--- src/rtl/cs_sample_packer_fifo.sv ---
// Coherent-sampler byte packer with a DEPTH-entry byte FIFO in front of the
// UART sender. Each CSReq contributes NBLSB counter LSBs, packed LSB-first.
// Completed bytes are queued, and a byte is dropped only when the FIFO is
// full with no pop in the same cycle. Drops are counted with saturation.
module cs_sample_packer_fifo #(
  parameter int NBLSB = 1,
  parameter int CNTW  = 16,
  parameter int DEPTH = 16
) (
  input  logic                       clk,
  input  logic                       rst,
  input  logic                       CSReq,
  input  logic [CNTW-1:0]            CSCnt,
  input  logic                       is_transmitting,
  input  logic                       clr_ovf,
  output logic [7:0]                 tx_byte,
  output logic                       transmit,
  output logic                       overflow,
  output logic [15:0]                drop_cnt,
  output logic [$clog2(DEPTH):0]     fifo_level
);

  localparam int NBIT = 8 / NBLSB;
  localparam int ITW  = (NBIT > 1) ? $clog2(NBIT) : 1;
  localparam int AW   = $clog2(DEPTH);
  localparam int LW   = AW + 1;

  if (!(NBLSB == 1 || NBLSB == 2 || NBLSB == 4 || NBLSB == 8)) begin : g_bad_nblsb
    $error("cs_sample_packer_fifo: NBLSB must be 1, 2, 4 or 8");
  end
  if (CNTW < NBLSB) begin : g_bad_cntw
    $error("cs_sample_packer_fifo: CNTW must be >= NBLSB");
  end
  if (DEPTH < 2 || (DEPTH & (DEPTH - 1)) != 0) begin : g_bad_depth
    $error("cs_sample_packer_fifo: DEPTH must be a power of 2, >= 2");
  end

  typedef enum logic [1:0] {IDLE, SEND, HOLD} state_t;

  // Saturating increment for the drop counter: sticks at all-ones.
  function automatic logic [15:0] sat_inc16(input logic [15:0] v);
    return (v == 16'hFFFF) ? v : v + 16'd1;
  endfunction

  logic [ITW-1:0] it_q, it_d;
  logic [7:0]     shift_q, shift_d;
  logic [7:0]     byte_w;
  logic [7:0]     mem_q [DEPTH];
  logic [AW-1:0]  wr_ptr_q, wr_ptr_d;
  logic [AW-1:0]  rd_ptr_q, rd_ptr_d;
  logic [LW-1:0]  level_q, level_d;
  logic           overflow_q, overflow_d;
  logic [15:0]    drop_cnt_q, drop_cnt_d;
  logic [15:0]    drop_base;
  state_t         state_q;
  logic [7:0]     tx_byte_q;
  logic           transmit_q;
  logic           complete;
  logic           pop;
  logic           push_ok;
  logic           drop;

  // Only the low NBLSB counter bits are ever used.
  wire unused_cnt = ^CSCnt;

  // Packer: merge the current sample into the shift byte and advance the iteration.
  always_comb begin
    byte_w = shift_q;
    for (int k = 0; k < NBIT; k++) begin
      if (it_q == ITW'(k)) byte_w[k*NBLSB +: NBLSB] = CSCnt[NBLSB-1:0];
    end
    complete = CSReq && (it_q == ITW'(NBIT - 1));
    it_d     = it_q;
    shift_d  = shift_q;
    if (CSReq) begin
      shift_d = byte_w;
      it_d    = complete ? '0 : it_q + ITW'(1);
    end
  end

  // FIFO bookkeeping: push/pop arbitration, level, pointers and drop accounting.
  always_comb begin
    pop      = (state_q == IDLE) && (level_q != '0) && !is_transmitting;
    push_ok  = complete && ((level_q < LW'(DEPTH)) || pop);
    drop     = complete && !push_ok;
    wr_ptr_d = push_ok ? wr_ptr_q + AW'(1) : wr_ptr_q;
    rd_ptr_d = pop ? rd_ptr_q + AW'(1) : rd_ptr_q;
    level_d  = level_q;
    case ({push_ok, pop})
      2'b10:   level_d = level_q + LW'(1);
      2'b01:   level_d = level_q - LW'(1);
      default: level_d = level_q;
    endcase
    drop_base  = clr_ovf ? 16'd0 : drop_cnt_q;
    overflow_d = clr_ovf ? 1'b0 : overflow_q;
    drop_cnt_d = drop_base;
    if (drop) begin
      overflow_d = 1'b1;
      drop_cnt_d = sat_inc16(drop_base);
    end
  end

  // Control state registers, cleared by reset.
  always_ff @(posedge clk) begin
    if (rst) begin
      it_q       <= '0;
      wr_ptr_q   <= '0;
      rd_ptr_q   <= '0;
      level_q    <= '0;
      overflow_q <= 1'b0;
      drop_cnt_q <= 16'd0;
    end else begin
      it_q       <= it_d;
      wr_ptr_q   <= wr_ptr_d;
      rd_ptr_q   <= rd_ptr_d;
      level_q    <= level_d;
      overflow_q <= overflow_d;
      drop_cnt_q <= drop_cnt_d;
    end
  end

  // Data storage: shift byte and FIFO array carry no reset.
  always_ff @(posedge clk) begin
    shift_q <= shift_d;
    if (push_ok) mem_q[wr_ptr_q] <= byte_w;
  end

  // Output FSM: pop into tx_byte, one-cycle transmit strobe, then a guard cycle.
  always_ff @(posedge clk) begin
    if (rst) begin
      state_q    <= IDLE;
      tx_byte_q  <= 8'd0;
      transmit_q <= 1'b0;
    end else begin
      case (state_q)
        IDLE: begin
          transmit_q <= 1'b0;
          if (pop) begin
            tx_byte_q  <= mem_q[rd_ptr_q];
            transmit_q <= 1'b1;
            state_q    <= SEND;
          end
        end
        SEND: begin
          transmit_q <= 1'b0;
          state_q    <= HOLD;
        end
        HOLD: begin
          transmit_q <= 1'b0;
          state_q    <= IDLE;
        end
        default: begin
          transmit_q <= 1'b0;
          state_q    <= IDLE;
        end
      endcase
    end
  end

  assign tx_byte    = tx_byte_q;
  assign transmit   = transmit_q;
  assign overflow   = overflow_q;
  assign drop_cnt   = drop_cnt_q;
  assign fifo_level = level_q;

endmodule

--- config.mk ---
export PLATFORM = sky130hd
export DESIGN_NAME = cs_sample_packer_fifo
export DESIGN_NICKNAME = d
export VERILOG_FILES = /design/src/rtl/cs_sample_packer_fifo.sv
export SDC_FILE = /design/constraint.sdc
export NUM_CORES = 1
export LEC_CHECK = 0
export ABC_AREA = 1
export CORE_MARGIN = 2
export CORE_UTILIZATION = 45
export CTS_BUF_LIST = sky130_fd_sc_hd__clkbuf_8
export CTS_CLUSTER_DIAMETER = 150
export DETAILED_ROUTE_END_ITERATION = 7
export GPL_TIMING_DRIVEN = 0
export MAX_ROUTING_LAYER = met4
export PLACE_DENSITY_LB_ADDON = 0.15
export SYNTH_ARGS = -nofsm -noshare
export SYNTH_HDL_FRONTEND = slang
export SYNTH_SLANG_ARGS = --single-unit
--- constraint.sdc ---
create_clock -name clk -period 3 [get_ports clk]
set_clock_uncertainty 0.1 [all_clocks]
set_input_delay 0.6 -clock clk [delete_from_list [all_inputs] [get_ports clk]]
set_output_delay 0.6 -clock clk [all_outputs]
set_load 0.05 [all_outputs]
# Word-level counts from Yosys, hierarchy flattened

Memory sizes are Yosys's and may differ from the RTL's. A register that Yosys moved wholly into a read port is not among the register bits.
Index checks and enable logic that the tools add are counted.

$lt $le $gt $ge: 1
Add/subtract/negate cells: 6
Multiplexer cells: 20
Equality and inequality tests: 12
Reductions and logical operators: 15
Bitwise operators: 1

Operators with widths:

| operator                                                              | number |
|---|---|
| 16-bit 2-to-1 mux                                                     | 3 |
| 16-bit by 1-bit adder with 16-bit output, second input constant       | 1 |
| 16-bit equality test, second input constant                           | 1 |
| 1-bit 2-to-1 mux                                                      | 13 |
| 3-bit equality test, second input constant                            | 4 |
| 5-bit case mux with 2 select lines                                    | 1 |
| 4-bit by 1-bit adder with 4-bit output, second input constant         | 2 |
| 3-bit by 2-bit equality test with 1-bit output, second input constant | 2 |
| 5-bit by 1-bit adder with 5-bit output, second input constant         | 1 |
| 1-bit logical AND                                                     | 5 |
| 5-bit < comparator, second input constant                             | 1 |
| 5-bit nonzero test                                                    | 1 |
| 5-bit by 1-bit subtractor with 5-bit output, second input constant    | 1 |
| 2-bit by 1-bit equality test with 1-bit output, second input constant | 2 |
| 2-bit case mux with 2 select lines                                    | 1 |
| 2-bit nonzero test                                                    | 2 |
| 3-bit by 1-bit adder with 3-bit output, second input constant         | 1 |
| 3-bit by 1-bit equality test with 1-bit output, second input constant | 1 |
| 3-bit zero test                                                       | 1 |
| 3-bit 2-to-1 mux                                                      | 1 |
| 2-bit equality test, second input constant                            | 1 |
| 1-bit zero test                                                       | 2 |
| 2-bit zero test                                                       | 1 |
| 2-bit 2-to-1 mux                                                      | 1 |
| 5 further kinds                                                       | 5 |

Output and inout bits: 31
RAM bits: 128
Bits of input ports: 21
Flip-flop bits (word level): 44
Memories: 1
Word-level logic and storage cells: 65

Memory list:

| name  | depth | width | read ports | clocked after memory_dff | wr ports | RTL line | text |
|---|---|---|---|---|---|---|---|
| mem_q | 16    | 8     | 1          | 1                        | 1        | 48       | `logic [7:0] mem_q [DEPTH];` |

# Longest topological paths before layout

Word-level depth: 8
Mapped depth: 15
Mapped depth without buffers: 15

# Worst setup path before layout

No wires, ideal clock.

Kind: register -> register
Start: register level_q[0], in the netlist fifo_level[0]
End: register level_q[4], in the netlist fifo_level[4]
Clock period less this slack: 2.579 ns
Cell stages (with the launch flop): 16
Arrival: 2.409 ns
Data required time: 2.829 ns
Setup slack: 0.421 ns
Path buffers: 1
Setup time: 0.071 ns
Cells stage by stage: dfxtp_1 > inv_1 > nand4_1 > nand2_1 > inv_1 > buf_2 > ha_1 > xor2_1 > ha_1 > inv_1 > nand2_1 > nand3_1 > nand2_1 > xor2_1 > nand2_1 > a21oi_1

Word-level cells in the longest chain between the ends: 7
Elaborated cells between the ends (all ways): 12
Classes of those cells: 2 x add/sub; 1 x order compare; 2 x eq/ne; 1 x mux; 6 x reduce/logical

Ends and longest elaborated chain:

| what                                                                                         | RTL line | text |
|---|---|---|
| start, declared                                                                              | 51       | `logic [LW-1:0] level_q, level_d;` |
| start signal, assigned                                                                       | 116      | `level_q <= level_d;` |
| 5-bit nonzero test *                                                                         | 83       | `pop = (state_q == IDLE) && (level_q != '0) && !is_transmitting;` |
| 1-bit logical AND * (2 in a row)                                                             | 83       |  |
| named net pop                                                                                | 59       | `logic pop;` |
| 1-bit logical OR                                                                             | 84       | `push_ok = complete && ((level_q < LW'(DEPTH)) \|\| pop);` |
| 1-bit logical AND                                                                            | 84       |  |
| 2-bit by 1-bit equality test with 1-bit output / 2-bit equality test (equally long branches) | 89       | `case ({push_ok, pop})` |
| 5-bit case mux with 2 select lines / 2-bit nonzero test (equally long branches)              | --       |  |

Mark *: on every way through the listed nets, which the timed path passes. The rest lies on a longest branch.
A chain may end at the register's enable or synchronous reset.

# Final worst setup path

Start: input port is_transmitting
End: register level_q[4], in the netlist fifo_level[4]

Word-level cells in the longest chain between the ends: 6
Elaborated cells between the ends (all ways): 8
Classes of those cells: 2 x eq/ne; 1 x mux; 5 x reduce/logical

Ends and longest elaborated chain:

| what                                                                                         | RTL line | text |
|---|---|---|
| start, declared                                                                              | 14       | `input logic is_transmitting,` |
| 1-bit zero test *                                                                            | 83       |  |
| 1-bit logical AND *                                                                          | 83       |  |
| 1-bit logical OR                                                                             | 84       |  |
| 1-bit logical AND                                                                            | 84       |  |
| 2-bit by 1-bit equality test with 1-bit output / 2-bit equality test (equally long branches) | 89       |  |
| 5-bit case mux with 2 select lines / 2-bit nonzero test (equally long branches)              | --       |  |

Mark *: on every way between the ends. The rest lies on a longest branch, timed or not.

==> impl_metrics.toml <==
[power_and_ir_drop]
power_frac_comb = 0.348
p_int_w = 0.004178
pwr_density_cell_nw_per_um2 = 748.5
p_seq_frac = 0.426
vdd_drop_max_mv = 0.6907
switching_share = 0.3930
power.leakage_nw = 3.263
clockPowerShare = 0.226
power_switching_w = 0.002705
power_w = 0.006883

[synth]
netlist_area_um2 = 8046
synth_adder_area_share = 0.02488
synth_top_area_frac = 0.5075
mappedNetlistNets = 826
async_reset_ff_frac = 0
yosysUniqueCellTypes = 34
synth_edf_count = 136
ys_seq_area_frac = 0.6170
synthSimpleGateAreaFrac = 0.1827
synth_top_family_by_area = "simple AND/OR/NAND/NOR gates"
synthCells = 789
avgSynthCellArea_um2 = 10.20
synth_compound_area_frac = 0.1096
ys.flop_type = "edfxtp_1"
yosysWarnings = 0
synthTopCellsByArea = "edfxtp_1 (51%), dfxtp_1 (11%), nor2_1 (7.9%)"
yosysTopAreaCell = "edfxtp_1"
synth_xor_area_frac = 0.01197
synth_mux_area_frac = 0
synth-seq-cells = 180

[routing]
wl_um = 19340
wl_per_cell_um = 17.78
drt-pass1-iter-count = 4
drt_iter0_drc = 561
postRouteAntennaNets = 0
via_per_inst = 5.463
drc = 0
via_count = 5944

[worst_setup_path]
crit_path_start_kind = "input pin"
worst-r2r-cell-count = 15
r2r_slack_ps = 180
critical_path_peak_fanout = 7
rr_startpoint = "it_q[0]$_SDFFE_PP0P_"
crit_path_end_kind = "flip-flop"
critical_path_arrival_ps = 3180
worst-setup-path-type = "in2reg"
cp.required_ps = 3290
timing.rr.end = "fifo_level[4]$_SDFFE_PP0P_"

[sta]
fin_ws_ps = 108.0
fmax_ghz = 0.3458
worst_slew_pin_slew_ps = 992.3
hold_viol = 0
timing.final.max_slew_violations = 0
fin_crit_ps = 2892
final.period_utilization = 0.9640
setup_violations = 0
slew_headroom = 0.3385

[floorplan]
die_h_um = 137.7
die-width_um = 137.7
die-area_um2 = 18970
fp-row-count = 48
initial_core_util = 0.4620
core_area_um2 = 17420
io_pins = 52

[cells_and_area]
syn2layout_area_growth_pct = 14.27
fin_area_um2 = 9195
final_core_util = 0.5279
diodes = 0
drive_above_1_share = 0.1147
nFillCells = 1586
fin_nets = 887

[global_route]
grt_pass1_vias = 5510
grt_usage = 0.2212
grt_pass1_wl_um = 29700
grt_start_max_net_pins = 19
grt-ovfl-total = 0
antenna_found_initial = 0

[hold_path]
holdPathStages = 1
hold_end = "state_q[1]$_SDFFE_PP0P_"
min_from = "state_q[1]$_SDFFE_PP0P_"
hold_path.class = "reg2reg"

[clock_network]
cts_max_level = 4
postCtsSetupBuffers = 0
cts_buffers = 17
cts_tree = "built"
clk_path_buf_depth = 2
clock-sinks = 180
root_buffer = "clkbuf_8"
worstSkewPairLatency_ps = 460
cts_hold_buf = 0
clkTransAtPathRegs_ps = 90

[run_status]
status = "finished clean"

[placement]
place_congestion = 0.9755
pre_cts_ws_ps = -696.0
portBuffers = 36
dpl_cell_area_um2 = 8808
dp.final_hpwl_um = 14060

[run]
drv_cap = 0
## how the worst max path moves through the flow
| stage | start | endpoint | cells past startpoint |
|---|---|---|---|
| floorplan | fifo_level[0]$_SDFFE_PP0P_ | fifo_level[4]$_SDFFE_PP0P_ | 15 |
| global placement | CSCnt[0] | mem_q[12][7]$_DFFE_PP_ | 3 |
| detailed placement | CSReq | fifo_level[4]$_SDFFE_PP0P_ | 14 |
| CTS | it_q[0]$_SDFFE_PP0P_ | fifo_level[4]$_SDFFE_PP0P_ | 15 |
| global route | is_transmitting | fifo_level[4]$_SDFFE_PP0P_ | 15 |
| finish | is_transmitting | fifo_level[4]$_SDFFE_PP0P_ | 15 |
## metal layers
layer  up-vias  wire length (um)  GRT usage
li1       2827                 -          -
met1      2869              8656     0.2976
met2       210              8902     0.3380
met3        38              1355    0.04930
met4         0               425    0.06633
met5         -                 0          -
## power by group through the flow
stage	sequential [W]	combinational [W]	clock (W)
2_1_floorplan	0.00326	0.00128	0
3_3_place_gp	0.00299	0.00228	0
3_5_place_dp	0.00299	0.00236	0
4_1_cts	0.00293	0.00237	0.00158
5_1_grt	0.00295	0.00263	0.00169
6_report	0.00293	0.00239	0.00155
## Yosys cell counts, types with 2 or more instances
library cell and number:
o21ai_0 74, nor2_2 4, clkinv_1 3, clkbuf_1 15
buf_4 2, nor2_1 170, buf_2 13, nor2_4 9
o21ai_1 9, nand3_1 41, buf_1 2, inv_1 56
nand2_2 6, xor2_1 11, nand4_1 3, nand3_2 4
nand2_4 2, ha_1 16, nor3_1 4, nand2_1 76
nand3b_1 2, inv_2 6, dfxtp_1 44, a31oi_1 7
edfxtp_1 136, buf_6 4, o211ai_1 32, a21oi_1 32
## critical path, cell delays in order
cell	delay [ps]
clkdlybuf4s50_1	510
inv_1	70
a31oi_2	310
nor2_4	80
inv_1	200
ha_1	330
xor2_1	220
ha_1	180
inv_1	40
nand2_1	110
nand3_1	110
nand2_1	110
xor2_1	150
nand2_1	60
a21oi_1	100
## flip-flops by register name, indices dropped and copies added, names as in the netlist, 2 cells and up
name	cells
mem_q	128
drop_cnt	16
shift_q	8
tx_byte	8
fifo_level	5
rd_ptr_q	4
wr_ptr_q	4
it_q	3
state_q	2
## final cells by class
class / instances / area, um^2 / share of cell area
sequential: 180 / 4965 / 0.5399
clock inverter: 15 / 140.1 / 0.01524
clock buffer: 17 / 234.0 / 0.02545
multi-input combinational: 508 / 2708 / 0.2945
buffer: 36 / 188.9 / 0.02055
inverter: 65 / 244.0 / 0.02653
timing repair buffer: 42 / 434.2 / 0.04722
tap: 225 / 281.5 / 0.03062
## logic make-up (layout without fill, tap and decap cells)
| group | count (synthesis) | in the layout |
|---|---|---|
| simple gates | 324 | 324 |
| flops | 180 | 180 |
| compound gates | 157 | 157 |
| buf+inv | 101 | 175 |
| fa+ha+maj | 16 | 16 |
| xor+xnor | 11 | 11 |
## metrics by stage
stage | TNS, ps | hold slack, ps | cells
6_report | 0 | 354.1 | 1088
5_1_grt | -2.659 | 388.5 | 1088
4_1_cts | 0 | 356.2 | 1088
3_5_place_dp | -44680 | 341.3 | 1056
3_3_place_gp | -67270 | 331.6 | 1050
2_1_floorplan | 0 | 321.7 | 789
## cells in the final DEF (no fill, tap or decap), drive strengths merged
cell type | Yosys | routed
clkbuf | 15 | 32
a31oi | 7 | 7
nand4 | 4 | 4
ha | 16 | 16
nor2 | 184 | 184
a211oi | 1 | 1
xor2 | 11 | 11
clkinvlp | 0 | 1
dfxtp | 44 | 44
inv | 62 | 69
nand3 | 45 | 45
dlygate4sd2 | 0 | 1
nor3 | 4 | 4
a21boi | 1 | 1
clkdlybuf4s50 | 0 | 35
o211ai | 32 | 32
buf | 21 | 27
nand2 | 84 | 84
o21ai | 83 | 83
clkinv | 3 | 10
o21bai | 1 | 1
nand3b | 3 | 3
a21oi | 32 | 32
edfxtp | 136 | 136
## timing repair
action | 4_1_cts | 5_1_grt
hold endpoints to repair | 0 | 0
gates resized for setup | 1 | 3
gates cloned | 0 | 0
endpoints found under the setup margin | 2 | 3
Note: power is estimated with default switching activity, not from simulation.
